$ cat config.mk
export PLATFORM = sky130hd
export DESIGN_NAME = ram_bank
export DESIGN_NICKNAME = d
export VERILOG_FILES = /design/src/rtl/ram_bank_pkg.sv /design/src/rtl/ram_bank_array.sv /design/src/rtl/ram_bank.sv
export SDC_FILE = /design/constraint.sdc
export NUM_CORES = 1
export LEC_CHECK = 0
export BUFFER_PORTS_ARGS = -buffer_cell sky130_fd_sc_hd__buf_2
export CORE_MARGIN = 5
export CORE_UTILIZATION = 60
export DETAILED_ROUTE_END_ITERATION = 10
export PLACE_DENSITY = 0.86
export SLEW_MARGIN = 20
export SYNTH_ARGS = -nofsm -noshare
export SYNTH_HDL_FRONTEND = slang
export SYNTH_SLANG_ARGS = --single-unit
$ cat constraint.sdc
create_clock -name clk -period 4.8 [get_ports clk]
set_input_delay 0.24 -clock clk [delete_from_list [all_inputs] [get_ports clk]]
set_output_delay 0.24 -clock clk [all_outputs]
set_load 0.02 [all_outputs]
$ cat src/rtl/ram_bank_pkg.sv
// Shared constants and types for the ram_bank scratch memory.
// Optional build macro: RAM_BANK_BYPASS_EN (see ram_bank.sv).
package ram_bank_pkg;

  localparam int unsigned ADDR_BIT   = 3;
  localparam int unsigned DATA_BIT   = 16;
  localparam int unsigned MEM_HEIGHT = 8;

  typedef logic [ADDR_BIT-1:0] addr_t;
  typedef logic [DATA_BIT-1:0] data_t;

  // True when a zero-extended address selects an implemented word.
  function automatic logic addr_in_range(input logic [31:0] addr, input int unsigned height);
    return addr < height;
  endfunction

endpackage

$ cat src/rtl/ram_bank_array.sv
// Storage array for ram_bank: per-word write decode, asynchronous clear,
// and a combinational read of one word (unimplemented addresses read 0).
module ram_bank_array #(
  parameter int unsigned ADDR_BIT   = ram_bank_pkg::ADDR_BIT,
  parameter int unsigned DATA_BIT   = ram_bank_pkg::DATA_BIT,
  parameter int unsigned MEM_HEIGHT = ram_bank_pkg::MEM_HEIGHT
) (
  input  logic                clk,
  input  logic                rst,
  input  logic                i_we,
  input  logic [ADDR_BIT-1:0] i_addr_w,
  input  logic [DATA_BIT-1:0] i_data_w,
  input  logic [ADDR_BIT-1:0] i_addr_r,
  output logic [DATA_BIT-1:0] o_data_r
);

  import ram_bank_pkg::*;

  logic [DATA_BIT-1:0] r_mem [MEM_HEIGHT];

  // Word storage: cleared on reset, one word written per qualified edge.
  always_ff @(posedge clk or posedge rst) begin
    if (rst) begin
      for (int unsigned k = 0; k < MEM_HEIGHT; k++) begin
        r_mem[k] <= '0;
      end
    end else begin
      for (int unsigned k = 0; k < MEM_HEIGHT; k++) begin
        if (i_we && (i_addr_w == ADDR_BIT'(k))) begin
          r_mem[k] <= i_data_w;
        end
      end
    end
  end

  // Read mux built as a compare loop so addresses past MEM_HEIGHT return 0.
  always_comb begin
    o_data_r = '0;
    for (int unsigned k = 0; k < MEM_HEIGHT; k++) begin
      if (i_addr_r == ADDR_BIT'(k)) begin
        o_data_r = r_mem[k];
      end
    end
  end

endmodule

$ cat src/rtl/ram_bank.sv
// ram_bank: 1-write / 1-read register-file RAM with registered read data.
// Build macro RAM_BANK_BYPASS_EN: when defined, a same-address read during a
// write returns the new data (write-first); otherwise the old data (read-first).
module ram_bank #(
  parameter int unsigned ADDR_BIT   = ram_bank_pkg::ADDR_BIT,
  parameter int unsigned DATA_BIT   = ram_bank_pkg::DATA_BIT,
  parameter int unsigned MEM_HEIGHT = ram_bank_pkg::MEM_HEIGHT
) (
  input  logic                clk,
  input  logic                rst,
  input  logic                en,
  input  logic                we,
  input  logic                re,
  input  logic [ADDR_BIT-1:0] addr_w,
  input  logic [DATA_BIT-1:0] d_w,
  input  logic [ADDR_BIT-1:0] addr_r,
  output logic [DATA_BIT-1:0] d_r
);

  import ram_bank_pkg::*;

  logic                w_wr_in_range;
  logic                w_rd_in_range;
  logic                w_wr;
  logic                w_rd;
  logic [DATA_BIT-1:0] w_arr_data;
  logic [DATA_BIT-1:0] w_rd_data;
  logic [DATA_BIT-1:0] r_d_r;

  // Enable qualification and address range checks.
  always_comb begin
    w_wr_in_range = addr_in_range(32'(addr_w), MEM_HEIGHT);
    w_rd_in_range = addr_in_range(32'(addr_r), MEM_HEIGHT);
    w_wr          = en & we & w_wr_in_range;
    w_rd          = en & re;
  end

  ram_bank_array #(
    .ADDR_BIT  (ADDR_BIT),
    .DATA_BIT  (DATA_BIT),
    .MEM_HEIGHT(MEM_HEIGHT)
  ) u_array (
    .clk     (clk),
    .rst     (rst),
    .i_we    (w_wr),
    .i_addr_w(addr_w),
    .i_data_w(d_w),
    .i_addr_r(addr_r),
    .o_data_r(w_arr_data)
  );

  // Read data selection, including the same-address collision policy.
  always_comb begin
    w_rd_data = '0;
    if (w_rd_in_range) begin
      w_rd_data = w_arr_data;
`ifdef RAM_BANK_BYPASS_EN
      if (w_wr && (addr_w == addr_r)) begin
        w_rd_data = d_w;
      end
`endif
    end
  end

  // Registered read port: loads on a qualified read, otherwise holds.
  always_ff @(posedge clk or posedge rst) begin
    if (rst) begin
      r_d_r <= '0;
    end else if (w_rd) begin
      r_d_r <= w_rd_data;
    end
  end

  assign d_r = r_d_r;

endmodule

==> impl.org, run 1 <==
** Clocking
- For the worst-skew pair, the clock arrives at the later sink with an insertion delay of around 530 ps.
- The tree is rooted in a sky130_fd_sc_hd__clkbuf_8.
- Maximum buffer depth of the clock tree :: 2
- Clock edge transition at the registers on the reported setup and hold paths :: 60 ps
- Maximum level of the CTS H-tree :: 4
- Number of sinks handled by clock tree synthesis :: between 100 and 150
- TritonCTS built the clock tree.
- CTS buffer count :: 17
- Post-CTS Setup Inserts :: 0

** Floorplan
- Width of the chip :: 114 µm
- DIE HEIGHT :: about 110 µm
- Initial cell density of the core :: 0.620
- The die covers 12900 µm².
- After floorplanning, the core was divided into 37 placement rows.
- The core region is 10400 µm².
- Top-Level Pins :: 43

** Timing
- Setup repair after global routing left no endpoint under its margin.
- F_max :: 495 MHz
- Final Slew Violations :: 0
- Hold Vio Cnt, Final :: 0
- Crit share post-route :: 0.421
- Final-layout setup total negative slack :: 0 ps
- Setup violations remaining at the end of the flow were counted as 0.
- Subtracting the final worst setup slack from the clock period gives 2020 ps.
- At the pin with the least slew margin, the transition time is 1070 ps.
- In this run the tightest slew margin relative to its limit is 0.289.
- Worst Setup Slack, final :: between 2000 and 3000 ps
- Between clock sinks in the finished design, the worst skew comes to 9.93 ps.

** Synthesis
- Sorting the synthesized cells by how often they occur yields sky130_fd_sc_hd__mux2_2, sky130_fd_sc_hd__dfrtp_1, sky130_fd_sc_hd__a21oi_1, sky130_fd_sc_hd__nand2_1, sky130_fd_sc_hd__o22ai_1.
- The share of synthesized area in the top cell type comes to 0.558.
- The share of the Yosys chip area taken by registers is 0.558.
- During synthesis, Yosys emitted a total of 0 warnings.
- Most instantiated library cell after synthesis :: sky130_fd_sc_hd__mux2_2
- Counting every instance in the synthesized netlist gives slightly below 500.
- Of all cell types, the one taking the most synthesized area is sky130_fd_sc_hd__dfrtp_1.
- Cells taking the most area after synthesis :: sky130_fd_sc_hd__dfrtp_1, sky130_fd_sc_hd__mux2_2, sky130_fd_sc_hd__a21oi_1, sky130_fd_sc_hd__o22ai_1, sky130_fd_sc_hd__a221oi_1
- Summing every instance area after synthesis gives 6450 µm².
- The netlist uses 31 different library cells.
- The average instance in the mapped netlist occupies 13.0 µm².
- The synthesized design contains 144 register bits.
- Number of synthesized flops with an enable pin :: 0
- Counting flops with an async set or reset pin after synthesis yields a share of 1.00.
- Top flip-flop cell by instance count after synthesis :: sky130_fd_sc_hd__dfrtp_1
- Post-synthesis net count :: approximately 520

** Power and ir drop
- Summed over all nets, the switching power comes to 933 µW.
- Cell internal power was estimated by the tool at ~2600 µW.
- Power spread over the standard cell area amounts to between 400 and 500 nW/µm².
- Static leakage :: 0.00319 µW
- Portion of total power attributed to sequential cells :: 0.473
- The worst-case IR drop observed on VDD is 0.337 mV.
- Combinational share of power :: 0.166
- The share of total power dissipated in the clock network is 0.360.
- Of the total power, the share spent switching nets is 0.267.

** Detailed routing
- Wire length reported by the detailed router :: between 15 and 20 mm
- Detailed-route vias per instance :: 6.44
- Post-detailed-route DRC marker count :: 0
- Detailed routing inserted a total of 4371 vias.
- Post-DRT Antenna Nets :: 0
- Starting DRT DRC Count :: between 300 and 400
- Dividing the detail-routed wire length by the instance count gives approximately 23 µm.
- 1st-pass router iterations :: 5

** Worst setup path
- Required time of the critical path :: 5200 ps
- Destination of the critical timing path :: d_r[0]$_DFFE_PP0P_
- Number of cells on the worst reg-to-reg path :: 4
- For flop-to-flop paths, the worst setup slack is 3350 ps.
- In this run the worst path has a maximum fanout of 14.
- STA classifies the critical path startpoint as an input pin.
- R2r startpoint :: u_array.r_mem[57]$_DFFE_PP0P_
- The worst register-to-register path ends at d_r[9]$_DFFE_PP0P_.
- Critical Path End Type :: register
- Data arrives at the worst endpoint at 2420 ps.
- Category of the critical setup timing path :: in2reg
- Beginning of the critical path :: en

** Layout
- Count of filler cells inserted in the layout :: between 700 and 800
- Share of post-route cells with drive strength above 1 :: 0.431
- For this run, the post-layout net count is approximately 560.
- After the flow finishes, the layout carries non-filler instances totaling 679.
- Compared with the post-synthesis result, the final layout area differs by 13.0%.
- Diodes inserted :: 0
- Post-Layout Inst Area :: around 7300 µm²

** Place
- Count of input and output buffers :: between 40 and 50
- After detailed placement, the total cell area comes to 6710 µm².
- Post-DP HPWL :: 9.04 mm
- Weighted congestion reported at the end of routability-driven placement :: 0.828
- In this run, placement finished with an instance count of about 650.
- Timing analysis after detailed placement gives a worst setup slack of about 2400 ps.

** Global routing
- Largest net degree at the start of global routing :: 104
- Wire length of the first global-routing pass :: between 20 and 25 mm
- The number of global-route vias before repair was ~4800.
- For this run the aggregate overflow at the end of global routing stands at 0.
- Global routing usage summed across all routing layers :: 0.252
- The number of antenna violations at the first check in global routing was 0.

** Outcome
- Result of the run :: finished, final reports clean

** Hold path
- Worst min-delay path class :: in2reg

** Flow run
- Count of max-cap constraint violations :: 0
-- stage by stage --
stage | total power, µW | utilization | hold slack, ps
detailed placement | 2240 | 0.644 | 481
global placement | 2180 | 0.644 | 464
finish | 3500 | 0.700 | 35.4
global route | 3650 | 0.700 | 43.8
CTS | 3500 | 0.700 | 22.4
floorplan | 2060 | - | 390
-- cell usage in the layout, fill, tap and decap left out, types with 2 or more instances in the layout --
cell,n
sky130_fd_sc_hd__o2bb2ai_1,11
sky130_fd_sc_hd__a211o_1,5
sky130_fd_sc_hd__buf_4,6
sky130_fd_sc_hd__clkbuf_8,2
sky130_fd_sc_hd__a22oi_1,5
sky130_fd_sc_hd__o21ai_0,6
sky130_fd_sc_hd__clkinv_2,4
sky130_fd_sc_hd__nand2b_1,3
sky130_fd_sc_hd__nor2_2,2
sky130_fd_sc_hd__clkinv_4,3
sky130_fd_sc_hd__o221ai_1,5
sky130_fd_sc_hd__nor2b_1,2
sky130_fd_sc_hd__buf_2,42
sky130_fd_sc_hd__o22ai_1,22
sky130_fd_sc_hd__bufinv_16,2
sky130_fd_sc_hd__inv_6,4
sky130_fd_sc_hd__nor2_1,16
sky130_fd_sc_hd__a21oi_1,29
sky130_fd_sc_hd__clkbuf_16,16
sky130_fd_sc_hd__inv_1,3
sky130_fd_sc_hd__dfrtp_1,144
sky130_fd_sc_hd__mux2_2,151
sky130_fd_sc_hd__nand2_1,24
sky130_fd_sc_hd__clkbuf_1,2
sky130_fd_sc_hd__nand3_1,6
sky130_fd_sc_hd__a221oi_1,11
sky130_fd_sc_hd__or3_1,2
sky130_fd_sc_hd__a211oi_1,7
-- state kept, by name, indices dropped and copies added (netlist names) --
signal	cells
d_r	16
u_array.r_mem	128
-- critical path, cell delays in order --
cell,delay (ps)
sky130_fd_sc_hd__buf_2,110
sky130_fd_sc_hd__and2_0,830
sky130_fd_sc_hd__nand4_1,800
sky130_fd_sc_hd__o22ai_1,340
sky130_fd_sc_hd__a21oi_1,80
-- cell type report --
cell class                 instances  area [µm²]  area share
clock inverter                    12         133      0.0182
sequential                       144        3600       0.494
tap                              136         170      0.0233
inverter                           4        20.0     0.00274
clock buffer                      20         435      0.0597
timing repair buffer              49         265      0.0364
multi-input combinational        314        2670       0.366
-- kinds of logic after synthesis --
logic type      count (synthesis)  synth area share
mux                           151             0.263
flops                         144             0.558
compound gates                102             0.107
simple gates                   61            0.0426
buf+inv                        37            0.0291
-- how the worst min path moves through the flow --
stage | from | to | slack (ps) | depth (start not counted)
floorplan | d_w[0] | u_array.r_mem[80]$_DFFE_PP0P_ | 390 | 1
global placement | u_array.r_mem[1]$_DFFE_PP0P_ | d_r[1]$_DFFE_PP0P_ | 460 | 1
detailed placement | u_array.r_mem[10]$_DFFE_PP0P_ | d_r[10]$_DFFE_PP0P_ | 480 | 1
CTS | d_w[12] | u_array.r_mem[92]$_DFFE_PP0P_ | 20 | 2
global route | d_w[3] | u_array.r_mem[67]$_DFFE_PP0P_ | 40 | 2
finish | d_w[12] | u_array.r_mem[92]$_DFFE_PP0P_ | 40 | 2
-- per-layer routing --
| metal | wire, µm | up-vias | track usage |
|---|---|---|---|
| met5 | 0 | - | 0 |
| met4 | 387 | 0 | 0.112 |
| li1 | - | 1910 | - |
| met1 | 6020 | 2242 | 0.306 |
| met2 | 8080 | 177 | 0.429 |
| met3 | 1020 | 42 | 0.0573 |
-- timing repair --
item	4_1_cts	5_1_grt
hold endpoints to repair	102	0
gates resized for setup	0	0
hold buffers	1	0
-- power by group through the flow --
stage / Combinational, µW / Clock [µW] / Sequential [µW]
final: 582 / 1260 / 1650
after global placement: 539 / 0 / 1640
after global routing: 636 / 1330 / 1680
after CTS: 586 / 1270 / 1650
after detailed placement: 575 / 0 / 1660
after floorplan: 414 / 0 / 1650
Power figures use the tool's default switching activity.
==> run 2: changes to the inputs <==
--- a/config.mk
+++ b/config.mk
@@ -7,9 +7,9 @@
 export LEC_CHECK = 0
 export BUFFER_PORTS_ARGS = -buffer_cell sky130_fd_sc_hd__buf_2
 export CORE_MARGIN = 5
-export CORE_UTILIZATION = 60
+export CORE_UTILIZATION = 54
 export DETAILED_ROUTE_END_ITERATION = 10
-export PLACE_DENSITY = 0.86
+export PLACE_DENSITY = 0.82
 export SLEW_MARGIN = 20
 export SYNTH_ARGS = -nofsm -noshare
 export SYNTH_HDL_FRONTEND = slang
==> constraint.sdc (replaced) <==
create_clock -name clk -period 1.7 [get_ports clk]
set_input_delay 0.085 -clock clk [delete_from_list [all_inputs] [get_ports clk]]
set_output_delay 0.085 -clock clk [all_outputs]
set_load 0.02 [all_outputs]
==> run 2 against run 1 <==
Against the previous run: clock power rose to 3.0 times the previous value; die area is 10% higher; count of clock-buffer cells in the layout increased by 2; critical endpoint is now d_r[1]$_DFFE_PP0P_; critical path depth shrank 1; sequential power grew to 2.8 times the previous value; highest routed layer is now met5.
==> impl.org, run 2 (same netlist as run 1, synthesis figures left out) <==
** Global routing
- The number of antenna violations at the first check in global routing was 1 (+1).
- Total grt overflow :: 0 (unchanged)
- The number of global-route vias before repair came to 4780 (+0.48%).
- Wire length of the first global-routing pass :: 25.9 mm (+4.7%)
- Largest net degree at the start of global routing :: 82 (-21%)
- Global routing usage summed across all routing layers :: 0.235 (-0.0171)

** Detailed routing
- Post-DRT Antenna Nets :: 0 (unchanged)
- The post-detailed-route via-to-cell ratio came to 6.24 (-3.1%).
- The number of remaining DRC errors came to 0 (unchanged).
- The total via count in the routed design was 4498 (+2.9%).
- The detailed-router iteration count before antenna repair was 5 (unchanged).
- Starting DRT DRC Count :: 370 (-3.9%)
- Wire length reported by the detailed router :: 15.7 mm (+1.1%)
- The per-cell routed wire length was 21.7 µm (-4.8%).

** Clocking
- Post-CTS Setup Inserts :: 0 (unchanged)
- Post-CTS Hold Buffers :: 8 (+7)
- Clock root buffer :: sky130_fd_sc_hd__clkbuf_16
- The clock slew at the register clock pins of the worst setup and hold paths is 60 ps (about the same).
- The number of buffers on the longest clock path is 2 (unchanged).
- The clock latency on the worst-skew pair is 420 ps (-110 ps).
- TritonCTS built the clock tree.
- Maximum level of the CTS H-tree :: 4 (unchanged)
- Number of sinks handled by clock tree synthesis :: 144 (unchanged)
- The number of buffers inserted during clock tree synthesis was 17 (unchanged).
- The count of instances resized after the clock tree is built is 0 (unchanged).

** Power and ir drop
- Worst vdd rail ir drop :: 0.954 mV (+180%)
- The static leakage was 0.00337 µW (+5.5%).
- Total power divided by cell area :: 1330 nW/µm² (+180%)

** Floorplan
- The total I/O pin count is 43 (unchanged).
- The width of the chip is 119 µm (+4.9%).
- The number of rows created at floorplan came to 40 (+8.1%).
- The initial core utilization came to 0.544 (-0.0755).
- Standard cell core area :: 11900 µm² (+14%)
- DIE HEIGHT :: 119 µm (+4.9%)
- The die area is 14200 µm² (+10%).

** Timing
- Hold Vio Cnt, Final :: 0 (unchanged)
- In the finished design, the share of the clock period the worst path needs comes to 0.780.
- The worst path in the final design needs a cycle of 1330 ps, including I/O delays and setup.
- The number of setup violations in the final report came to 0 (unchanged).
- Based on the critical path, the design can be clocked at up to 755 MHz.
- Clock skew :: 9.45 ps (-0.476 ps)
- Setup repair after global routing left no endpoint under its margin.
- Final-layout setup total negative slack :: 0 ps (unchanged)
- Final Slew Violations :: 0 (unchanged)
- The worst max-slew margin expressed relative to the limit was 0.642 (+0.353).
- Tightest Pin Transition :: 536 ps (-531 ps)

** Layout
- u_array.r_mem holds more flip-flops than any other register.
- Synth-to-layout area growth :: 18.9%
- The library cell used most frequently in the layout, excluding fill and tap cells, is sky130_fd_sc_hd__mux2_2.
- Final standard cell utilization of the core :: 0.647 (-0.0532)
- Most used cells in the layout excluding fill and tap cells :: sky130_fd_sc_hd__mux2_2, sky130_fd_sc_hd__dfrtp_1, sky130_fd_sc_hd__buf_2
- The number of nets in the layout came to 588 (+5.6%).
- Number of flip-flops in the largest register :: 128 (unchanged)
- Diodes inserted :: 0 (unchanged)
- Share of post-route cells with drive strength above 1 :: 0.451 (+0.0203)

** Hold path
- Worst min-delay path startpoint :: d_w[13]
- The path with the worst hold slack has its endpoint at u_array.r_mem[29]$_DFFE_PP0P_.
- Instance count along the most critical hold path :: 2 (unchanged)
- Worst min-delay path class :: in2reg

** Worst setup path
- Among all stages on the critical path, the largest delay is contributed by sky130_fd_sc_hd__dfrtp_1.
- Critical path fanouts, max :: 2 (-12)
- The required time at the endpoint of the critical path came to 2000 ps (-3200 ps).
- Cell Chain, Critical Path :: mux2_2 > o221ai_1 > a211oi_1 > a211o_1
- Largest stage delay, worst path :: 380 ps (-450 ps)
- Critical path data arrival time :: 1620 ps (-800 ps)
- Flop-to-flop setup slack :: 370 ps (-2980 ps)
- The critical path in this run is classified as reg2reg.
- The endpoint identified for the worst register-to-register timing path is d_r[1]$_DFFE_PP0P_.
- The startpoint identified for the worst register-to-register timing path is u_array.r_mem[49]$_DFFE_PP0P_.
- Critical Path End Type :: register
- The number of cells on the worst reg-to-reg path is 4 (unchanged).
- The worst setup path is launched from a register.

** Outcome
- Result of the run :: finished, final reports clean

** Place
- Count of input and output buffers :: 42 (unchanged)
- Post-DP HPWL :: 9.87 mm (+9.2%)
- The final weighted congestion of routability-driven global placement was 0.848 (+2.5%).

** Flow run
- The count of max-cap constraint violations came to 0 (unchanged).
run 2: changes by cell type in the layout (fill, tap and decap cells not counted), sizes merged:
cell | before | now
clkinvlp | 0 | 4
buf | 48 | 72
clkbuf | 20 | 22
inv | 7 | 3
bufinv | 2 | 3
clkinv | 7 | 4
dlygate4sd3 | 1 | 8
run 2: worst max path at each step:
| stage | from | cells after the start | endpoint |
|---|---|---|---|
| global placement | addr_r[0] | 5 | d_r[12]$_DFFE_PP0P_ |
| global route | u_array.r_mem[53]$_DFFE_PP0P_ | 4 | d_r[5]$_DFFE_PP0P_ |
| floorplan | rst | 1 | d_r[0]$_DFFE_PP0P_ |
| CTS | u_array.r_mem[49]$_DFFE_PP0P_ | 4 | d_r[1]$_DFFE_PP0P_ |
| finish | u_array.r_mem[49]$_DFFE_PP0P_ | 4 | d_r[1]$_DFFE_PP0P_ |
| detailed placement | addr_w[1] | 5 | u_array.r_mem[123]$_DFFE_PP0P_ |
run 2: through the flow:
stage / total power (µW) / hold WS (ps) / setup WS, ps / cell area [µm²] / cells
floorplan: 5820 / 235 / -190 / 6460 / 495
detailed placement: 6380 / 60.0 / 243 / 6980 / 681
global placement: 6250 / 58.5 / 277 / 6980 / 681
finish: 10200 / 17.1 / 375 / 7680 / 721
CTS: 10200 / 2.97 / 382 / 7680 / 721
global route: 10600 / 15.2 / 305 / 7680 / 721
run 2: critical path, delay by kind of cell, from the launching register on:
kind	cells	cell delay (ps)
compound gates	3	560
flops	1	380
mux	1	270
run 2: metal layers:
metal | routed length (µm) | share of wire | up-vias | GRT usage
met5 | 13 | 0.00083 | - | 0
met4 | 243 | 0.016 | 2 | 0.0766
met3 | 1100 | 0.070 | 24 | 0.0560
met2 | 7640 | 0.49 | 181 | 0.378
met1 | 6680 | 0.43 | 2326 | 0.315
li1 | - | - | 1965 | -
run 2: report_power, final:
| group | internal [µW] | total, µW | switching, µW |
|---|---|---|---|
| combinational | 933 | 1670 | 740 |
| clock | 2450 | 3810 | 1360 |
| sequential | 4220 | 4700 | 478 |
run 2: cell type report:
| cell class | instances | area [µm²] |
|---|---|---|
| fillers | 851 | 4180 |
| flip-flops and latches | 144 | 3600 |
| multi-input cells | 314 | 2660 |
| repair buffers | 80 | 591 |
| clock buffers | 22 | 484 |
| well taps | 147 | 184 |
| clock inverters | 10 | 133 |
| inverters | 4 | 18.8 |
==> run 3: changes to the inputs <==
--- a/config.mk
+++ b/config.mk
@@ -5,6 +5,7 @@
 export SDC_FILE = /design/constraint.sdc
 export NUM_CORES = 1
 export LEC_CHECK = 0
+export ABC_AREA = 1
 export BUFFER_PORTS_ARGS = -buffer_cell sky130_fd_sc_hd__buf_2
 export CORE_MARGIN = 5
 export CORE_UTILIZATION = 54
==> constraint.sdc (replaced) <==
create_clock -name clk -period 1.1 [get_ports clk]
set_input_delay 0.055 -clock clk [delete_from_list [all_inputs] [get_ports clk]]
set_output_delay 0.055 -clock clk [all_outputs]
set_load 0.02 [all_outputs]
==> run 3 against run 2 <==
Against the previous run: sequential power rose by 49%; total power rose by 46%; synthesized area fell by 2.4%; critical path type unchanged; largest power group unchanged; count of clock-buffer cells in the layout fell by 2; cell count rose by 35%; non-clock buffer count rose by 1; global-route usage rose by 1.0 points; first-iteration DRC count rose by 98%; clock power rose by 48%; critical endpoint is now d_r[0]$_DFFE_PP0P_.
==> impl.org, run 3 <==
** Worst setup path
- The critical path is of the reg2reg type.
- Critical Path End Type :: register
- The arrival time at the worst endpoint came to 1410 ps (-210 ps).
- Required time of the critical path :: 1410 ps (-590 ps)
- Critical path fanouts, max :: 2 (unchanged)
- Crit start category :: register

** Floorplan
- The die area is 13900 µm² (-2.2%).
- Top-Level Pins :: 43 (unchanged)
- The initial core utilization is 0.552 (+0.00741).
- The number of rows created at floorplan is 39 (-2.5%).
- DIE HEIGHT :: 118 µm (-1.1%)
- The width of the chip was 118 µm (-1.1%).
- Standard cell core area :: 11400 µm² (-3.7%)

** Synthesis
- The async set-or-reset flop fraction in the synthesized netlist came to 1.00 (unchanged).
- Post-synthesis cell area :: 6300 µm² (-2.4%)
- Library cell with the largest summed area after synthesis :: sky130_fd_sc_hd__dfrtp_1
- Post-synthesis net count :: 789 (+51%)
- In the post-synthesis netlist, the biggest area contributors are sky130_fd_sc_hd__dfrtp_1, sky130_fd_sc_hd__nand2_1, sky130_fd_sc_hd__o21ai_0, sky130_fd_sc_hd__nand4_1, sky130_fd_sc_hd__inv_1.
- Register bit count reported by yosys :: 144 (unchanged)
- Most instantiated library cell after synthesis :: sky130_fd_sc_hd__nand2_1
- The number of instances in the synthesized netlist came to 762 (+54%).
- Area share of the largest cell type after synthesis :: 0.572 (+0.0139)
- The number of warning messages in the yosys log came to 0 (unchanged).
- In the synthesized netlist the dominant register cell turns out to be sky130_fd_sc_hd__dfrtp_1.
- The number of unique standard cell types used by synthesis came to 16 (-48%).
- Seq/Total Area, Yosys :: 0.572 (+0.0139)
- Counting instances in the post-synthesis netlist gives the leading cell types as sky130_fd_sc_hd__nand2_1, sky130_fd_sc_hd__dfrtp_1, sky130_fd_sc_hd__o21ai_0, sky130_fd_sc_hd__inv_1, sky130_fd_sc_hd__nor2_1.
- The number of flops mapped to enable cells by yosys is 0 (unchanged).
- The post-synthesis average cell area came to 8.27 µm² (-37%).

** Place
- The number of buffers inserted by port buffering was 42 (unchanged).
- The cell count after placement is 934 (+37%).
- Post-place setup slack :: -179 ps (-422 ps)
- Post-DP HPWL :: 10.4 mm (+5.5%)
- The final weighted congestion of routability-driven global placement came to 0.907 (+7.0%).

** Clocking
- The number of buffers on the longest clock path is 2 (unchanged).
- Clock edge transition at the registers on the reported setup and hold paths :: 60 ps (about the same)
- Number of sinks handled by clock tree synthesis :: 144 (unchanged)
- The clock latency on the worst-skew pair came to 420 ps (about the same).
- The number of buffers inserted during clock tree synthesis came to 17 (unchanged).
- The tree is rooted in a sky130_fd_sc_hd__clkbuf_16.
- The number of levels in the clock H-tree came to 4 (unchanged).
- TritonCTS built the clock tree.

** Timing
- The final count of hold timing violations is 0 (unchanged).
- Setup violations, final :: 0 (unchanged)
- The shortest period the worst path allows is 1100 ps (-225 ps).
- Unrepaired setup endpoints after global routing :: yes
- The worst max-slew margin expressed relative to the limit is 0.704 (+0.0620).
- Tightest Pin Transition :: 443 ps (-92.4 ps)
- The clock skew after layout was 8.85 ps (-0.598 ps).
- The final max-slew violation count came to 0 (unchanged).
- Worst Setup Slack, final :: 0.227 ps (-375 ps)
- F_max :: 909 MHz (+21%)
- Crit share post-route :: 1.00 (+0.220)

** Detailed routing
- The total via count in the routed design is 5681 (+26%).
- The post-detailed-route via-to-cell ratio was 5.84 (-6.4%).
- The DRC marker count from the first detailed-route iteration was 734 (+98%).
- Post-DRT Antenna Nets :: 0 (unchanged)
- Per-cell routed wire length :: 17.1 µm (-21%)
- Post-detailed-route DRC marker count :: 0 (unchanged)
- 1st-pass router iterations :: 6 (+1)
- Wire length reported by the detailed router :: 16.7 mm (+6.4%)

** Outcome
- Result of the run :: finished, final reports clean

** Hold path
- Worst min-delay path class :: in2reg

** Layout
- The top cell types in the final layout, fill and taps aside, are sky130_fd_sc_hd__nand2_1, sky130_fd_sc_hd__dfrtp_1, sky130_fd_sc_hd__o21ai_0.
- The combined area of the multi-input logic cells is 2360 µm² (-12%).
- The non-filler instance count after layout was 973 (+35%).
- Area used by sequential logic in the layout :: 3600 µm² (unchanged)
- The number of inserted filler cells in the final layout is 886 (+4.1%).
- Largest Register :: u_array.r_mem
- The number of nets in the layout is 844 (+44%).
- The fraction of final layout cells sized beyond drive strength 1 was 0.161 (-0.290).
- From synthesis to final layout, the design area changed by 21.3%.
- The antenna diode instance count was 0 (unchanged).
- The flip-flop count of the largest register after layout was 128 (unchanged).
- Final standard cell utilization of the core :: 0.669 (+0.0217)
- Leaving out fill and tap cells, the most frequent cell in the layout is sky130_fd_sc_hd__nand2_1.

** Global routing
- Global routing usage summed across all routing layers :: 0.245 (+0.0104)
- Largest net degree at the start of global routing :: 65 (-21%)
- The global-route congestion overflow total is 0 (unchanged).
- Vias in the first global route :: 5757 (+20%)
- The wire length of the first global-routing pass was 27.6 mm (+6.7%).
- Initial antenna violation count :: 0 (-1)

** Power and ir drop
- The power density relative to cell area is 1950 nW/µm² (+47%).
- Static leakage :: 0.00383 µW (+14%)
- The worst-case vdd ir drop is 1.93 mV (+100%).

** Flow run
- Count of max-cap constraint violations :: 0 (unchanged)
## run 3: worst paths after layout
path | start | end | slack [ps] | cells after the start
worst max-delay path | u_array.r_mem[80]$_DFFE_PP0P_ | d_r[0]$_DFFE_PP0P_ | 0.2 | 6
worst min-delay path | d_w[8] | u_array.r_mem[56]$_DFFE_PP0P_ | 20 | 3
min in group asynchronous | rst | u_array.r_mem[81]$_DFFE_PP0P_ | 130 | 3
worst max register to register | u_array.r_mem[80]$_DFFE_PP0P_ | d_r[0]$_DFFE_PP0P_ | 0.2 | 6
max in group asynchronous | rst | u_array.r_mem[0]$_DFFE_PP0P_ | 390 | 4
worst min register to register | d_r[0]$_DFFE_PP0P_ | d_r[0]$_DFFE_PP0P_ | 480 | 2
## run 3: kinds of logic after synthesis
logic type      synth area share
simple gates               0.236
compound gates             0.127
flops                      0.572
buf+inv                   0.0650
## run 3: where the power goes
part           leakage [µW]  switching (µW)  internal (µW)
Clock              0.000281            2220           3410
Combinational       0.00172            1350            881
Sequential          0.00183             649           6370
Total               0.00383            4220          10700
## run 3: timing repair
item,CTS,global route
hold endpoints to repair,144,0
gates resized for setup,1,17
buffers inserted,0,6
hold buffers,1,0
pin swaps,0,20
setup endpoints to repair,1,11
## run 3: final cells by class
| class | count | area share |
|---|---|---|
| clock inverters | 12 | 0.0175 |
| repair buffers | 81 | 0.0907 |
| well taps | 143 | 0.0234 |
| flip-flops and latches | 144 | 0.472 |
| clock buffers | 20 | 0.0585 |
| multi-input cells | 514 | 0.309 |
| inverters | 59 | 0.0295 |
## run 3: critical path: stages, from the launching register on
cell                      delay (ps)
sky130_fd_sc_hd__dfrtp_1         390
sky130_fd_sc_hd__nand4_1         120
sky130_fd_sc_hd__nand3_2          90
sky130_fd_sc_hd__nor2_4          130
sky130_fd_sc_hd__nand4_1          90
sky130_fd_sc_hd__nand2_1         100
sky130_fd_sc_hd__nand2_1          60
## run 3: per-stage QoR
step | hold slack, ps | total power (µW) | instance area, µm² | TNS (ps)
after floorplan | 296 | 8320 | 6300 | -109450
after global placement | 7.91 | 8980 | 6940 | -1310
after detailed placement | 5.66 | 9140 | 6940 | -2370
after CTS | 25.4 | 14800 | 7530 | 0
after global routing | 38.5 | 15600 | 7640 | -303
final | 19.7 | 14900 | 7640 | 0
## run 3: metal layers
layer	vias up	part of all wire	global-route usage
met2	321	0.51	0.413
met1	2701	0.38	0.290
li1	2593	-	-
met4	0	0.034	0.126
met5	-	0	0
met3	66	0.076	0.0610
